===== src/rtl/mem_ctrl_wbuf_pkg.sv =====
// rtl/mem_ctrl_wbuf_pkg.sv - shared encodings, default widths and state type for the write-buffered memory controller
package mem_ctrl_wbuf_pkg;

  localparam int DATA_WIDTH = 32;

  localparam logic [1:0] ACT_RD = 2'b01;
  localparam logic [1:0] ACT_WR = 2'b10;

  typedef enum logic {
    ST_RUN   = 1'b0,
    ST_FLUSH = 1'b1
  } ctrl_state_e;

  function automatic logic is_legal_action(input logic [1:0] act);
    return (act == ACT_RD) || (act == ACT_WR);
  endfunction

endpackage


===== src/rtl/mem_ctrl_wbuf_wbuf.sv =====
// rtl/mem_ctrl_wbuf_wbuf.sv - circular write buffer with parallel address search, youngest match wins
module mem_wbuf #(
  parameter int DEPTH  = 4,
  parameter int ADDR_W = 32,
  parameter int DATA_W = 32,
  localparam int PW  = $clog2(DEPTH),
  localparam int PW1 = PW + 1,
  localparam int CW  = $clog2(DEPTH + 1)
) (
  input  logic              clk,
  input  logic              rst_n,
  input  logic              push,
  input  logic              pop,
  input  logic [ADDR_W-1:0] push_addr,
  input  logic [DATA_W-1:0] push_data,
  output logic [ADDR_W-1:0] head_addr,
  output logic [DATA_W-1:0] head_data,
  input  logic [ADDR_W-1:0] search_addr,
  output logic              hit,
  output logic [DATA_W-1:0] hit_data,
  output logic [CW-1:0]     count,
  output logic              full,
  output logic              empty
);

  logic [ADDR_W-1:0] addr_mem [DEPTH];
  logic [DATA_W-1:0] data_mem [DEPTH];
  logic [PW-1:0]     rd_ptr;
  logic [PW-1:0]     wr_ptr;
  logic [CW-1:0]     cnt;
  logic [PW:0]       idx_sum;
  logic [PW-1:0]     idx;

  function automatic logic [PW-1:0] wrap_inc(input logic [PW-1:0] p);
    return (p == PW'(DEPTH - 1)) ? '0 : p + 1'b1;
  endfunction

  always_ff @(posedge clk or negedge rst_n) begin
    if (!rst_n) begin
      rd_ptr <= '0;
      wr_ptr <= '0;
      cnt    <= '0;
    end else begin
      if (push) wr_ptr <= wrap_inc(wr_ptr);
      if (pop)  rd_ptr <= wrap_inc(rd_ptr);
      if (push && !pop)      cnt <= cnt + 1'b1;
      else if (pop && !push) cnt <= cnt - 1'b1;
    end
  end

  always_ff @(posedge clk) begin
    if (push) begin
      addr_mem[wr_ptr] <= push_addr;
      data_mem[wr_ptr] <= push_data;
    end
  end

  // Walk oldest to youngest so the last live match overrides earlier ones.
  always_comb begin
    hit      = 1'b0;
    hit_data = '0;
    idx_sum  = '0;
    idx      = '0;
    for (int k = 0; k < DEPTH; k++) begin
      idx_sum = {1'b0, rd_ptr} + PW1'(k);
      idx     = (idx_sum >= PW1'(DEPTH)) ? PW'(idx_sum - PW1'(DEPTH)) : PW'(idx_sum);
      if ((CW'(k) < cnt) && (addr_mem[idx] == search_addr)) begin
        hit      = 1'b1;
        hit_data = data_mem[idx];
      end
    end
  end

  assign head_addr = addr_mem[rd_ptr];
  assign head_data = data_mem[rd_ptr];
  assign count     = cnt;
  assign full      = (cnt == CW'(DEPTH));
  assign empty     = (cnt == '0);

endmodule


===== src/rtl/mem_ctrl_wbuf.sv =====
// rtl/mem_ctrl_wbuf.sv - pipelined memory controller: port arbiter, in-order return pipe, RUN/FLUSH control
module mem_ctrl_wbuf
  import mem_ctrl_wbuf_pkg::*;
#(
  parameter int DATA_W     = DATA_WIDTH,
  parameter int ADDR_W     = DATA_WIDTH,
  parameter int WBUF_DEPTH = 4,
  parameter int RD_LATENCY = 1
) (
  input  logic              clk,
  input  logic              rst_n,
  input  logic              i_valid,
  input  logic [1:0]        i_action,
  input  logic [ADDR_W-1:0] i_address,
  input  logic [DATA_W-1:0] i_data,
  output logic              o_ready,
  output logic              o_rvalid,
  output logic [DATA_W-1:0] o_data,
  output logic              o_err,
  input  logic              i_flush,
  output logic              o_flush_done,
  output logic              o_wbuf_empty,
  output logic              mem_r_en,
  output logic [ADDR_W-1:0] mem_r_addr,
  input  logic [DATA_W-1:0] mem_r_data,
  output logic              mem_w_en,
  output logic [ADDR_W-1:0] mem_w_addr,
  output logic [DATA_W-1:0] mem_w_data
);

  localparam int CW = $clog2(WBUF_DEPTH + 1);

  ctrl_state_e       state;
  ctrl_state_e       state_next;
  logic              ready_en;
  logic              accept;
  logic              is_rd;
  logic              is_wr;
  logic              is_ill;
  logic              rd_miss;
  logic              drain;
  logic              wb_hit;
  logic [DATA_W-1:0] wb_hit_data;
  logic [ADDR_W-1:0] head_addr;
  logic [DATA_W-1:0] head_data;
  logic [CW-1:0]     wb_count;
  logic              wb_full;
  logic              wb_empty;
  logic [RD_LATENCY-1:0] pipe_valid;
  logic [RD_LATENCY-1:0] pipe_hit;
  logic [DATA_W-1:0] pipe_data [RD_LATENCY];
  logic [DATA_W-1:0] ret_data;
  logic [DATA_W-1:0] data_hold;
  logic              err_q;

  // ready_en keeps o_ready low while reset is applied and for the first clock after release.
  assign o_ready = ready_en && (state == ST_RUN) && !wb_full;
  assign accept  = i_valid && o_ready;
  assign is_rd   = accept && (i_action == ACT_RD);
  assign is_wr   = accept && (i_action == ACT_WR);
  assign is_ill  = accept && !is_legal_action(i_action);
  assign rd_miss = is_rd && !wb_hit;

  // Slot is idle when no read miss owns the port and no write is being posted; full/FLUSH force this.
  assign drain = !wb_empty && !rd_miss && !is_wr;

  mem_wbuf #(
    .DEPTH (WBUF_DEPTH),
    .ADDR_W(ADDR_W),
    .DATA_W(DATA_W)
  ) u_wbuf (
    .clk        (clk),
    .rst_n      (rst_n),
    .push       (is_wr),
    .pop        (drain),
    .push_addr  (i_address),
    .push_data  (i_data),
    .head_addr  (head_addr),
    .head_data  (head_data),
    .search_addr(i_address),
    .hit        (wb_hit),
    .hit_data   (wb_hit_data),
    .count      (wb_count),
    .full       (wb_full),
    .empty      (wb_empty)
  );

  assign mem_r_en   = rd_miss;
  assign mem_r_addr = rd_miss ? i_address : '0;
  assign mem_w_en   = drain;
  assign mem_w_addr = drain ? head_addr : '0;
  assign mem_w_data = drain ? head_data : '0;

  always_ff @(posedge clk or negedge rst_n) begin
    if (!rst_n) begin
      pipe_valid <= '0;
      pipe_hit   <= '0;
      for (int s = 0; s < RD_LATENCY; s++) pipe_data[s] <= '0;
    end else begin
      pipe_valid[0] <= is_rd;
      pipe_hit[0]   <= is_rd && wb_hit;
      pipe_data[0]  <= wb_hit_data;
      for (int s = 1; s < RD_LATENCY; s++) begin
        pipe_valid[s] <= pipe_valid[s-1];
        pipe_hit[s]   <= pipe_hit[s-1];
        pipe_data[s]  <= pipe_data[s-1];
      end
    end
  end

  assign o_rvalid = pipe_valid[RD_LATENCY-1];
  assign ret_data = pipe_hit[RD_LATENCY-1] ? pipe_data[RD_LATENCY-1] : mem_r_data;
  assign o_data   = o_rvalid ? ret_data : data_hold;

  always_ff @(posedge clk or negedge rst_n) begin
    if (!rst_n) begin
      state     <= ST_RUN;
      ready_en  <= 1'b0;
      err_q     <= 1'b0;
      data_hold <= '0;
    end else begin
      state    <= state_next;
      ready_en <= 1'b1;
      err_q    <= is_ill;
      if (o_rvalid) data_hold <= ret_data;
    end
  end

  always_comb begin
    state_next   = state;
    o_flush_done = 1'b0;
    case (state)
      ST_RUN: begin
        if (i_flush) state_next = ST_FLUSH;
      end
      ST_FLUSH: begin
        if ((wb_count == '0) && !drain) begin
          state_next   = ST_RUN;
          o_flush_done = 1'b1;
        end
      end
      default: state_next = ST_RUN;
    endcase
  end

  assign o_err        = err_q;
  assign o_wbuf_empty = wb_empty;

endmodule

===== config.mk =====
export PLATFORM = sky130hd
export DESIGN_NAME = mem_ctrl_wbuf
export DESIGN_NICKNAME = d
export VERILOG_FILES = /design/src/rtl/mem_ctrl_wbuf_pkg.sv /design/src/rtl/mem_ctrl_wbuf_wbuf.sv /design/src/rtl/mem_ctrl_wbuf.sv
export SDC_FILE = /design/constraint.sdc
export NUM_CORES = 1
export LEC_CHECK = 0
export BUFFER_PORTS_ARGS = -buffer_cell sky130_fd_sc_hd__buf_4
export CORE_ASPECT_RATIO = 0.6
export CORE_MARGIN = 4
export CORE_UTILIZATION = 52
export CTS_CLUSTER_DIAMETER = 50
export CTS_CLUSTER_SIZE = 24
export DETAILED_ROUTE_END_ITERATION = 12
export PLACE_DENSITY = 0.78
export REMOVE_ABC_BUFFERS = 1
export SYNTH_ARGS = -nofsm -noshare
export SYNTH_HDL_FRONTEND = slang
export SYNTH_SLANG_ARGS = --single-unit

===== constraint.sdc =====
create_clock -name clk -period 10.8 [get_ports clk]
set_input_delay 2.16 -clock clk [delete_from_list [all_inputs] [get_ports clk]]
set_output_delay 2.16 -clock clk [all_outputs]
set_load 0.1 [all_outputs]

Yosys cells after proc, flatten, opt, wreduce, memory -nomap -nowiden
Memory sizes are Yosys's and may differ from the RTL's.
Index checks and enable logic that the tools add are counted.
{"block": "totals", "reg_bits": 76, "latchBits": 0, "ramBits": 256, "mem_bits_ro": 0, "inputBits": 102, "wordCells": 96, "n_memories": 2}
{"memory": "u_wbuf.addr_mem", "words": 4, "word_bits": 32, "rd": 5, "rd_ports_with_merged_regs": 0, "wr": 1, "line": "mem_ctrl_wbuf_wbuf.sv:26", "rtl": "logic [ADDR_W-1:0] addr_mem [DEPTH];"}
{"memory": "u_wbuf.data_mem", "words": 4, "word_bits": 32, "rd": 5, "rd_ports_with_merged_regs": 0, "wr": 1, "line": "mem_ctrl_wbuf_wbuf.sv:27", "rtl": "logic [DATA_W-1:0] data_mem [DEPTH];"}
{"block": "op_classes", "add_sub_neg": 11, "multipliers": 0, "div": 0, "magnitude_cmp": 8, "n_eq_ne": 9, "n_shift": 0, "mux": 28, "bitwise_logic": 1, "n_reduce_logical": 27}
{"cell": "2-to-1 mux 32 bit", "count": 9}
{"cell": "== test 32 bit", "count": 4}
{"cell": "logical AND 1 bit", "count": 17}
{"cell": "2-to-1 mux 2 bit", "count": 6}
{"cell": "2-to-1 mux 1 bit", "count": 10}
{"cell": ">= comparator 3 bit, second input constant", "count": 3}
{"cell": "subtractor 2 x 1 -> 2 bit, second input constant", "count": 4}
{"cell": "logical NOT 1 bit", "count": 7}
{"cell": "adder 2 x 2 -> 3 bit, second input constant", "count": 2}
{"cell": "== test 2 bit, second input constant", "count": 3}
{"cell": "less-than comparator 1 x 3 -> 1 bit, first input constant", "count": 2}
{"cell": "less-than comparator 2 x 3 -> 1 bit, first input constant", "count": 2}
{"cell": "2-to-1 mux 3 bit", "count": 2}
{"cell": "adder 2 x 1 -> 2 bit, second input constant", "count": 2}
{"cell": "adder 2 x 1 -> 3 bit, second input constant", "count": 1}
{"cell": "adder 3 x 1 -> 3 bit, second input constant", "count": 1}
{"cell": "== test 3 bit, second input constant", "count": 1}
{"cell": ">= comparator 2 x 3 -> 1 bit, second input constant", "count": 1}
{"cell": "logical NOT 3 bit", "count": 1}
{"cell": "subtractor 3 x 1 -> 3 bit, second input constant", "count": 1}
{"cell": "== test 2 x 1 -> 1 bit, second input constant", "count": 1}
{"cell": "case mux 1 bit (2 select lines)", "count": 1}
{"cell": "nonzero test 2 bit", "count": 1}
{"cell": "logical OR 1 bit", "count": 1}
{"cell": "inverter 1 bit", "count": 1}

Logic depth before layout (Yosys ltp)
Gate-level depths: netlist of the first run.
An unclocked memory read counts as a cell.
{"block": "logic_depth", "word_depth": 18, "mapped_depth": 16, "mapped_depth_nobuf": 11}

Hierarchy
A second synthesis of the first run with hierarchy kept.
{"block": "hier_totals", "hier_cells": 1448, "area_unflattened_um2": 21007.6}
{"mod": "mem_wbuf", "n_inst": 1, "cells_each": 1135, "area_each_um2": 17421.7, "seq_area_each_um2": 7862.5}
{"mod": "mem_ctrl_wbuf", "n_inst": 1, "cells_each": 313, "area_each_um2": 3585.9, "seq_area_each_um2": 1726.7}

Worst setup path after synthesis of the first run
Ideal clock, no wire load.
{"block": "synth_path", "kind": "input -> output", "startpoint": "in i_address[28]", "endpoint": "out mem_w_data[24]", "arrival_ns": 6.008, "required_time_ns": 8.640, "setup_slack_ns": 2.632, "path_stages": 10, "cell_sequence": "clkbuf_1 -> o22ai_1 -> o41a_1 -> or4_4 -> nor4_4 -> a21oi_2 -> nor4b_4 -> buf_6 -> buf_2 -> nor4_2"}
{"block": "synth_between", "elab_chain_cells": 12}
{"item": "start: declaration", "line": "mem_ctrl_wbuf.sv:14", "rtl": "input logic [ADDR_W-1:0] i_address,"}
{"item": "== test 32 bit", "line": "mem_ctrl_wbuf_wbuf.sv:67", "rtl": "if ((CW'(k) < cnt) && (addr_mem[idx] == search_addr)) begin"}
{"item": "logical AND 1 bit", "line": "mem_ctrl_wbuf_wbuf.sv:67"}
{"item": "2-to-1 mux 1 bit (3 in a row)", "line": "mem_ctrl_wbuf_wbuf.sv:67"}
{"item": "2-to-1 mux 1 bit (*)", "line": "mem_ctrl_wbuf_wbuf.sv:67"}
{"item": "logical NOT 1 bit (*)", "line": "mem_ctrl_wbuf.sv:62", "rtl": "assign rd_miss = is_rd && !wb_hit;"}
{"item": "logical AND 1 bit (*)", "line": "mem_ctrl_wbuf.sv:62"}
{"item": "logical NOT 1 bit (*)", "line": "mem_ctrl_wbuf.sv:65", "rtl": "assign drain = !wb_empty && !rd_miss && !is_wr;"}
{"item": "logical AND 1 bit (*) (2 in a row)", "line": "mem_ctrl_wbuf.sv:65"}
{"item": "2-to-1 mux 32 bit (*)", "line": "mem_ctrl_wbuf.sv:92", "rtl": "assign mem_w_data = drain ? head_data : '0;"}
{"item": "end: declaration", "line": "mem_ctrl_wbuf.sv:28", "rtl": "output logic [DATA_W-1:0] mem_w_data"}
Mark *: on every way between the ends. The rest lies on a longest branch, timed or not.

Worst setup path after layout of the first run
{"block": "layout_path", "startpoint": "reg u_wbuf.rd_ptr[1]", "endpoint": "out mem_w_addr[15]"}
{"block": "layout_between", "elab_chain_cells": 15}
{"item": "start: declaration", "line": "mem_ctrl_wbuf_wbuf.sv:28", "rtl": "logic [PW-1:0] rd_ptr;"}
{"item": "start signal: assignment", "line": "mem_ctrl_wbuf_wbuf.sv:45", "rtl": "if (pop) rd_ptr <= wrap_inc(rd_ptr);"}
{"item": "adder 2 x 1 -> 3 bit (tied with other cells)", "line": "mem_ctrl_wbuf_wbuf.sv:65", "rtl": "idx_sum = {1'b0, rd_ptr} + PW1'(k);"}
{"item": ">= comparator 3 bit (tied with other cells)", "line": "mem_ctrl_wbuf_wbuf.sv:66", "rtl": "idx = (idx_sum >= PW1'(DEPTH)) ? PW'(idx_sum - PW1'(DEPTH)) : PW'(idx_sum);"}
{"item": "2-to-1 mux 2 bit or memory (4 x 32 bit) (tied branches)"}
{"item": "memory (4 x 32 bit) (*)"}
{"item": "== test 32 bit or logical AND 1 bit (tied branches)", "line": "mem_ctrl_wbuf_wbuf.sv:67"}
{"item": "logical AND 1 bit or 2-to-1 mux 1 bit (tied branches)", "line": "mem_ctrl_wbuf_wbuf.sv:67"}
{"item": "2-to-1 mux 1 bit (3 in a row)", "line": "mem_ctrl_wbuf_wbuf.sv:67"}
{"item": "logical NOT 1 bit", "line": "mem_ctrl_wbuf.sv:62"}
{"item": "logical AND 1 bit", "line": "mem_ctrl_wbuf.sv:62"}
{"item": "logical NOT 1 bit", "line": "mem_ctrl_wbuf.sv:65"}
{"item": "logical AND 1 bit (2 in a row)", "line": "mem_ctrl_wbuf.sv:65"}
{"item": "2-to-1 mux 32 bit (*)", "line": "mem_ctrl_wbuf.sv:91", "rtl": "assign mem_w_addr = drain ? head_addr : '0;"}
{"item": "end: declaration", "line": "mem_ctrl_wbuf.sv:27", "rtl": "output logic [ADDR_W-1:0] mem_w_addr,"}
Marks and branches as above.

==> metrics.cfg, run 1 <==
[timing]
period_minus_slack_ps=8966
holdWs_ps=533.4
finalClockSkew_ps=21.77
rsz0062_at_grt=false
worst_pin_slew_ps=1116
fin_crit_sh=0.8302
hold_viol=0
report.final.slew_viol_count=0
setup_viol=0
tns_ps=0
fmax_mhz=111.5
maxSlewHeadroom=0.2493

[global_route]
grt_pass1_wl_mm=91.88
use_met3=0.08621
grt_usage=0.2702
grt_pass1_vias=14538
use_met2=0.3995
met1_usage=0.3936
grt_busiest_layer=met2
antenna_found_initial=4
overflow=0
grt_max_degree=117

[critical_path]
rrSetupSlack_ps=4630
path_max_fanout=65
cp-end-kind=output port
startpoint_type=flop
arrival_ps=6810
worstPathRequired_ps=8640
ff2ff_path_depth=13
critical_path_class=reg2out

[cts]
cts_tree=built
cts_made_buffers=31
postCtsHoldBufs=0
clk_pin_slew_ps=90
clock_path_buffers=3
cts_root_buffer=clkbuf_16
htree_levels=1
cts_setup_buffers=0
clk_latency_ps=600
cts.sink_count=332
post_cts_resized=0

[drt]
final_antenna_net_count=0
drt_wl_total_mm=61.29
via_count=14745
dr.pass1.iters=5
post_drt_wl_per_cell_um=27.90
drc_errors=0
vias_per_cell=6.711
drt_first_iter_violations=1822

[power]
power.density_nw_per_um2=320.3
p_leak_uw=0.008969
totalPowerFinal_uw=7863
vdd_drop_max_mv=0.2303

[synthesis]
syn_avg_cell_area_um2=14.39
ys.flop_type=edfxtp_1
yosysWarningCount=0
synthesis.area_um2=21520
synth-async-reset-ratio=0.2289
syn_inst=1496
synth-edff-count=256
ys_seq_elements=332
yosys.cell_types.count=63
ys_seq_area_frac=0.4456

[die]
die_h_um=165.6
fp-row-count=57
coreArea_um2=40650
initial_utilization=0.5294
die_area_um2=44810
die_w_um=270.6
io_pins=237

[layout]
final_area_um2=24550
drive_above_1_share=0.4012
fill_cells=3125
regArea_um2=9599
synthToLayoutAreaGrowth_pct=14.08
fin_nets=1754
multi_input_area_um2=10960

[place]
io_buffers=236
place.gp.congestion=0.9969
place_area_um2=23380
hpwlAfterDp_mm=40.81

[min_path]
worstHoldPathCells=2
hold_path.class=reg2reg

[flow_run]
drv_cap=0

[outcome]
status=completed

[cells by family (layout without fill, tap and decap cells)]
kind of cell | count (synthesis) | after routing | synth area share
multiplexers | 421 | 421 | 0.3272
flip-flops | 332 | 332 | 0.4456
AND/OR/NAND/NOR | 277 | 277 | 0.08145
buffers and inverters | 197 | 366 | 0.04767
AO/OA/AOI/OAI | 156 | 156 | 0.05047
XOR/XNOR | 101 | 101 | 0.04110
adder cells (fa/ha/maj) | 11 | 11 | 0.006395
other | 1 | 2 | 0.0001743
[cell type report]
class                           count  area share
Antenna cell                        1   0.0001019
Multi-Input combinational cell    967      0.4462
Sequential cell                   332      0.3910
Timing Repair Buffer              259     0.08022
Tap cell                          531     0.02706
Inverter                           50    0.007644
Clock inverter                     26     0.01616
Clock buffer                       31     0.03160
[synthesized netlist by cell type, drive strengths merged, types with 2 or more instances]
library cell / count / area [um2]
edfxtp: 256 / 7687
xor2: 47 / 411.6
ha: 11 / 137.6
o22ai: 9 / 56.30
dfrtp: 76 / 1902
nand2: 68 / 257.8
a21oi: 44 / 224.0
a2bb2oi: 3 / 26.28
nand3: 8 / 40.04
o211ai: 6 / 45.04
o221ai: 8 / 70.07
xnor2: 54 / 473.0
and3: 9 / 56.30
nor4b: 2 / 32.53
o31ai: 32 / 254.0
mux2: 79 / 889.6
clkbuf: 57 / 214.0
mux2i: 124 / 1241
or4: 2 / 18.77
o32ai: 2 / 17.52
a31oi: 3 / 18.77
a221oi: 6 / 52.55
nor2b: 3 / 18.77
nor4: 53 / 614.3
nand4: 14 / 87.58
a211oi: 2 / 15.01
inv: 49 / 183.9
buf: 90 / 624.3
nor3: 9 / 50.05
mux4: 218 / 4910
o31a: 2 / 17.52
a22oi: 6 / 45.04
o2bb2ai: 5 / 43.79
nand2b: 6 / 37.54
and2: 60 / 375.4
o21ai: 14 / 70.06
o22a: 2 / 17.52
o2111ai: 4 / 35.03
nor2: 42 / 157.7
a22o: 2 / 17.52
[critical path, stage by stage, from the launching register on]
cell     delay (ps)
dfrtp_4        1090
ha_4            930
buf_4           520
mux4_2          580
xor2_1          160
nor4_1          410
nand4_1         300
nor4_4          420
a21oi_2          80
nor4b_4         170
buf_4           330
nor3_4          220
buf_4           380
and2_1          240
buf_4           310
[routing by layer]
layer / up-vias / part of all wire
li1: 6223 / -
met1: 7578 / 0.41
met2: 845 / 0.45
met3: 95 / 0.12
met4: 4 / 0.023
met5: - / 0.00047
[flip-flops by register name (all words and copies together), names as in the netlist, 2 cells and up]
signal           cells
u_wbuf.rd_ptr        2
pipe_data           32
u_wbuf.wr_ptr        2
u_wbuf.addr_mem    128
u_wbuf.data_mem    128
u_wbuf.count         3
data_hold           32
[cells in the final DEF, fill, tap and decap left out, types with 11 or more instances in the layout]
cell       netlist  layout
and2_1          60      56
inv_1           49      49
nor4_1          12      12
o31ai_1         31      31
mux2_2          75      75
buf_4           20     257
clkbuf_16        0      31
nand2_1         67      67
xnor2_1         54      54
mux4_2         218     218
xor2_1          47      47
edfxtp_1       256     256
a21oi_1         43      43
dfrtp_1         76      72
nand4_1         14      14
nor4_2          38      37
nor2_1          42      42
o21ai_0         11      11
mux2i_1        124     124
[where the power goes]
part	total [uW]	internal [uW]	leakage, uW	switching (uW)
Sequential	1590	1450	0.00321	142
Combinational	5030	1770	0.00520	3260
Clock	1240	596	0.000560	643
[final timing paths]
kind / startpoint / to
max: u_wbuf.rd_ptr[1] / mem_w_addr[15]
min: data_hold[4] / data_hold[4]
max reg2reg: u_wbuf.rd_ptr[1] / u_wbuf.rd_ptr[1]
min reg2reg: data_hold[4] / data_hold[4]
max in group asynchronous: rst_n / pipe_data[2]
min in group asynchronous: rst_n / data_hold[3]
[through the flow]
step	worst slack, ps	instances	util
after floorplan	-11460	1349	-
after global placement	2718	2139	0.5750
after detailed placement	2564	2139	0.5750
after CTS	1900	2196	0.6039
after global routing	1527	2197	0.6039
final	1834	2197	0.6039
(Power assumes the default switching activity.)
==> run 2, diff against run 1 <==
==> constraint.sdc (replaced) <==
create_clock -name clk -period 8.9 [get_ports clk]
set_input_delay 1.78 -clock clk [delete_from_list [all_inputs] [get_ports clk]]
set_output_delay 1.78 -clock clk [all_outputs]
set_load 0.1 [all_outputs]
==> metrics.cfg, run 2 (synthesized netlist as in run 1, its figures left out) <==
[drt]
drc_errors=0  ; unchanged
dr.pass1.iters=6  ; was 5
wl_met3_mm=7.166  ; was 7.106 mm
post_drt_wl_per_cell_um=27.50  ; was 27.90 um
vias_per_cell=6.624  ; was 6.711
drt-met1-wl_mm=25.08  ; was 25.34 mm
met2_wirelength_mm=26.95  ; was 27.41 mm
final_antenna_net_count=0  ; unchanged
via_count=14585  ; was 14,745
top_layer_used=met4  ; was met5
drt_first_iter_violations=1839  ; was 1,822
drt_wl_total_mm=60.55  ; was 61.29 mm

[cts]
cts_setup_buffers=0  ; unchanged
clk_latency_ps=590  ; was 600 ps
clk_pin_slew_ps=80  ; was 90 ps
cts_made_buffers=29  ; was 31
htree_levels=1  ; unchanged
cts_tree=built  ; unchanged
cts.sink_count=332  ; unchanged
cts_root_buffer=clkbuf_16  ; unchanged
clock_path_buffers=3  ; unchanged
postCtsHoldBufs=0  ; unchanged
post_cts_resized=0  ; unchanged

[layout]
drive_above_1_share=0.4018  ; was 0.4012
final_cells=2202  ; was 2,197
reg.largest.list=u_wbuf.addr_mem: 128 flops, u_wbuf.data_mem: 128 flops  ; unchanged
layout_commonest_cell=buf_4  ; unchanged
post-route-util=0.6020  ; was 0.6039
final_cell_mix=buf_4 (266), edfxtp_1 (256), mux4_2 (218)  ; was buf_4 (257), edfxtp_1 (256), mux4_2 (218)
final_area_um2=24470  ; was 24,550 um2
synthToLayoutAreaGrowth_pct=13.72  ; was 14.08%
fin_nets=1760  ; was 1,754
fill_cells=3077  ; was 3,125

[min_path]
worstHoldPathCells=2  ; unchanged
hold_path.class=reg2reg  ; unchanged

[flow_run]
drv_cap=0  ; unchanged

[global_route]
grt_usage=0.2662  ; was 0.2702
antenna_found_initial=1  ; was 4
grt_pass1_vias=14322  ; was 14,538
grt_max_degree=100  ; was 117
overflow=0  ; unchanged
grt_pass1_wl_mm=90.46  ; was 91.88 mm

[critical_path]
arrival_ps=6330  ; was 6810 ps
endpoint=mem_w_addr[15]  ; unchanged
ff2ff_path_depth=12  ; was 13
cp-end-kind=output port  ; unchanged
crit_start=u_wbuf.rd_ptr[0]  ; was u_wbuf.rd_ptr[1]
regToRegEndpoint=u_wbuf.rd_ptr[0]  ; was u_wbuf.rd_ptr[1]
rrSetupSlack_ps=3240  ; was 4630 ps
critical_path_class=reg2out  ; unchanged
r2r-start=u_wbuf.rd_ptr[0]  ; was u_wbuf.rd_ptr[1]
worstPathRequired_ps=7120  ; was 8640 ps
startpoint_type=flop  ; unchanged
path_max_fanout=43  ; was 65

[timing]
worst_pin_slew_ps=986.4  ; was 1116 ps
maxSlewHeadroom=0.3401  ; was 0.2493
setup_viol=0  ; unchanged
report.final.slew_viol_count=0  ; unchanged
period_minus_slack_ps=8107
hold_viol=0  ; unchanged
rsz0062_at_grt=false  ; unchanged
fin_crit_sh=0.9109
fmax_mhz=123.4
finalClockSkew_ps=22.40  ; was 21.77 ps

[place]
post-place-cells=2147  ; was 2,139
io_buffers=236  ; unchanged
place_area_um2=23420  ; was 23,380 um2
hpwlAfterDp_mm=40.97  ; was 40.81 mm
place.gp.congestion=1.027  ; was 0.9969

[die]
coreArea_um2=40650  ; unchanged
die_area_um2=44810  ; unchanged
initial_utilization=0.5294  ; unchanged
fp-row-count=57  ; unchanged
io_pins=237  ; unchanged
die_w_um=270.6  ; unchanged
die_h_um=165.6  ; unchanged

[power]
p_leak_uw=0.008949  ; was 0.008969 uW
vdd_drop_max_mv=0.3112  ; was 0.2303 mV
power.density_nw_per_um2=386.3  ; was 320.3 nW/um2

[outcome]
status=completed  ; unchanged

[run 2: cell types whose count changed in the layout (fill, tap and decap cells not counted)]
cell	change
buf_12	-1
buf_4	+9
bufinv_16	+2
clkbuf_1	+2
clkbuf_16	-1
clkbuf_8	+1
clkinv_8	-7
clkinvlp_4	+1
inv_12	-4
inv_16	-4
inv_6	+4
inv_8	+3
[run 2: cell type report]
cell class | instances | area (um2) | area share
multi-input combinational | 967 | 10960 | 0.4477
sequential | 332 | 9599 | 0.3922
timing repair buffer | 267 | 2017 | 0.08242
clock buffer | 33 | 772.0 | 0.03155
tap | 531 | 664.4 | 0.02715
clock inverter | 21 | 274.0 | 0.01120
inverter | 50 | 187.7 | 0.007669
antenna | 1 | 2.502 | 0.0001023
[run 2: worst min path at each step]
| stage | start | endpoint | slack, ps |
|---|---|---|---|
| floorplan | state | state | 480 |
| global placement | data_hold[8] | data_hold[8] | 520 |
| detailed placement | data_hold[5] | data_hold[5] | 520 |
| CTS | data_hold[21] | data_hold[21] | 540 |
| global route | data_hold[3] | data_hold[3] | 560 |
| finish | data_hold[1] | data_hold[1] | 540 |
[run 2: metal layers]
layer,vias to the layer above,global-route usage
met5,-,0
met4,0,0.05958
met3,103,0.1019
met2,763,0.3956
met1,7497,0.3761
li1,6222,-
[run 2: per-stage QoR]
stage	power, uW	hold WS (ps)	setup TNS (ps)	setup WS (ps)
5_1_grt	9849	557.5	0	597.0
6_report	9454	535.5	0	793.0
3_5_place_dp	8052	524.9	0	1641
4_1_cts	9455	538.6	0	1009
2_1_floorplan	7574	478.0	-1511680	-12980
3_3_place_gp	8008	517.9	0	1682
[run 2: power by group]
group	switching, uW	leakage [uW]	internal (uW)	total [uW]
Combinational	4040	0.00524	2170	6210
Sequential	98.9	0.00321	1760	1860
Clock	657	0.000505	723	1380
Total	4800	0.00895	4660	9450
[run 2: critical path, cell delays in order, from the launching register on]
cell      delay (ps)
dfrtp_4          910
clkinv_1         480
buf_4            380
mux2_2           360
xor2_1           590
nand3_1          440
nor4_1           670
a21oi_2          140
nor4b_4          160
buf_4            350
nor3_4           230
buf_4            390
and2_1           260
buf_4            310
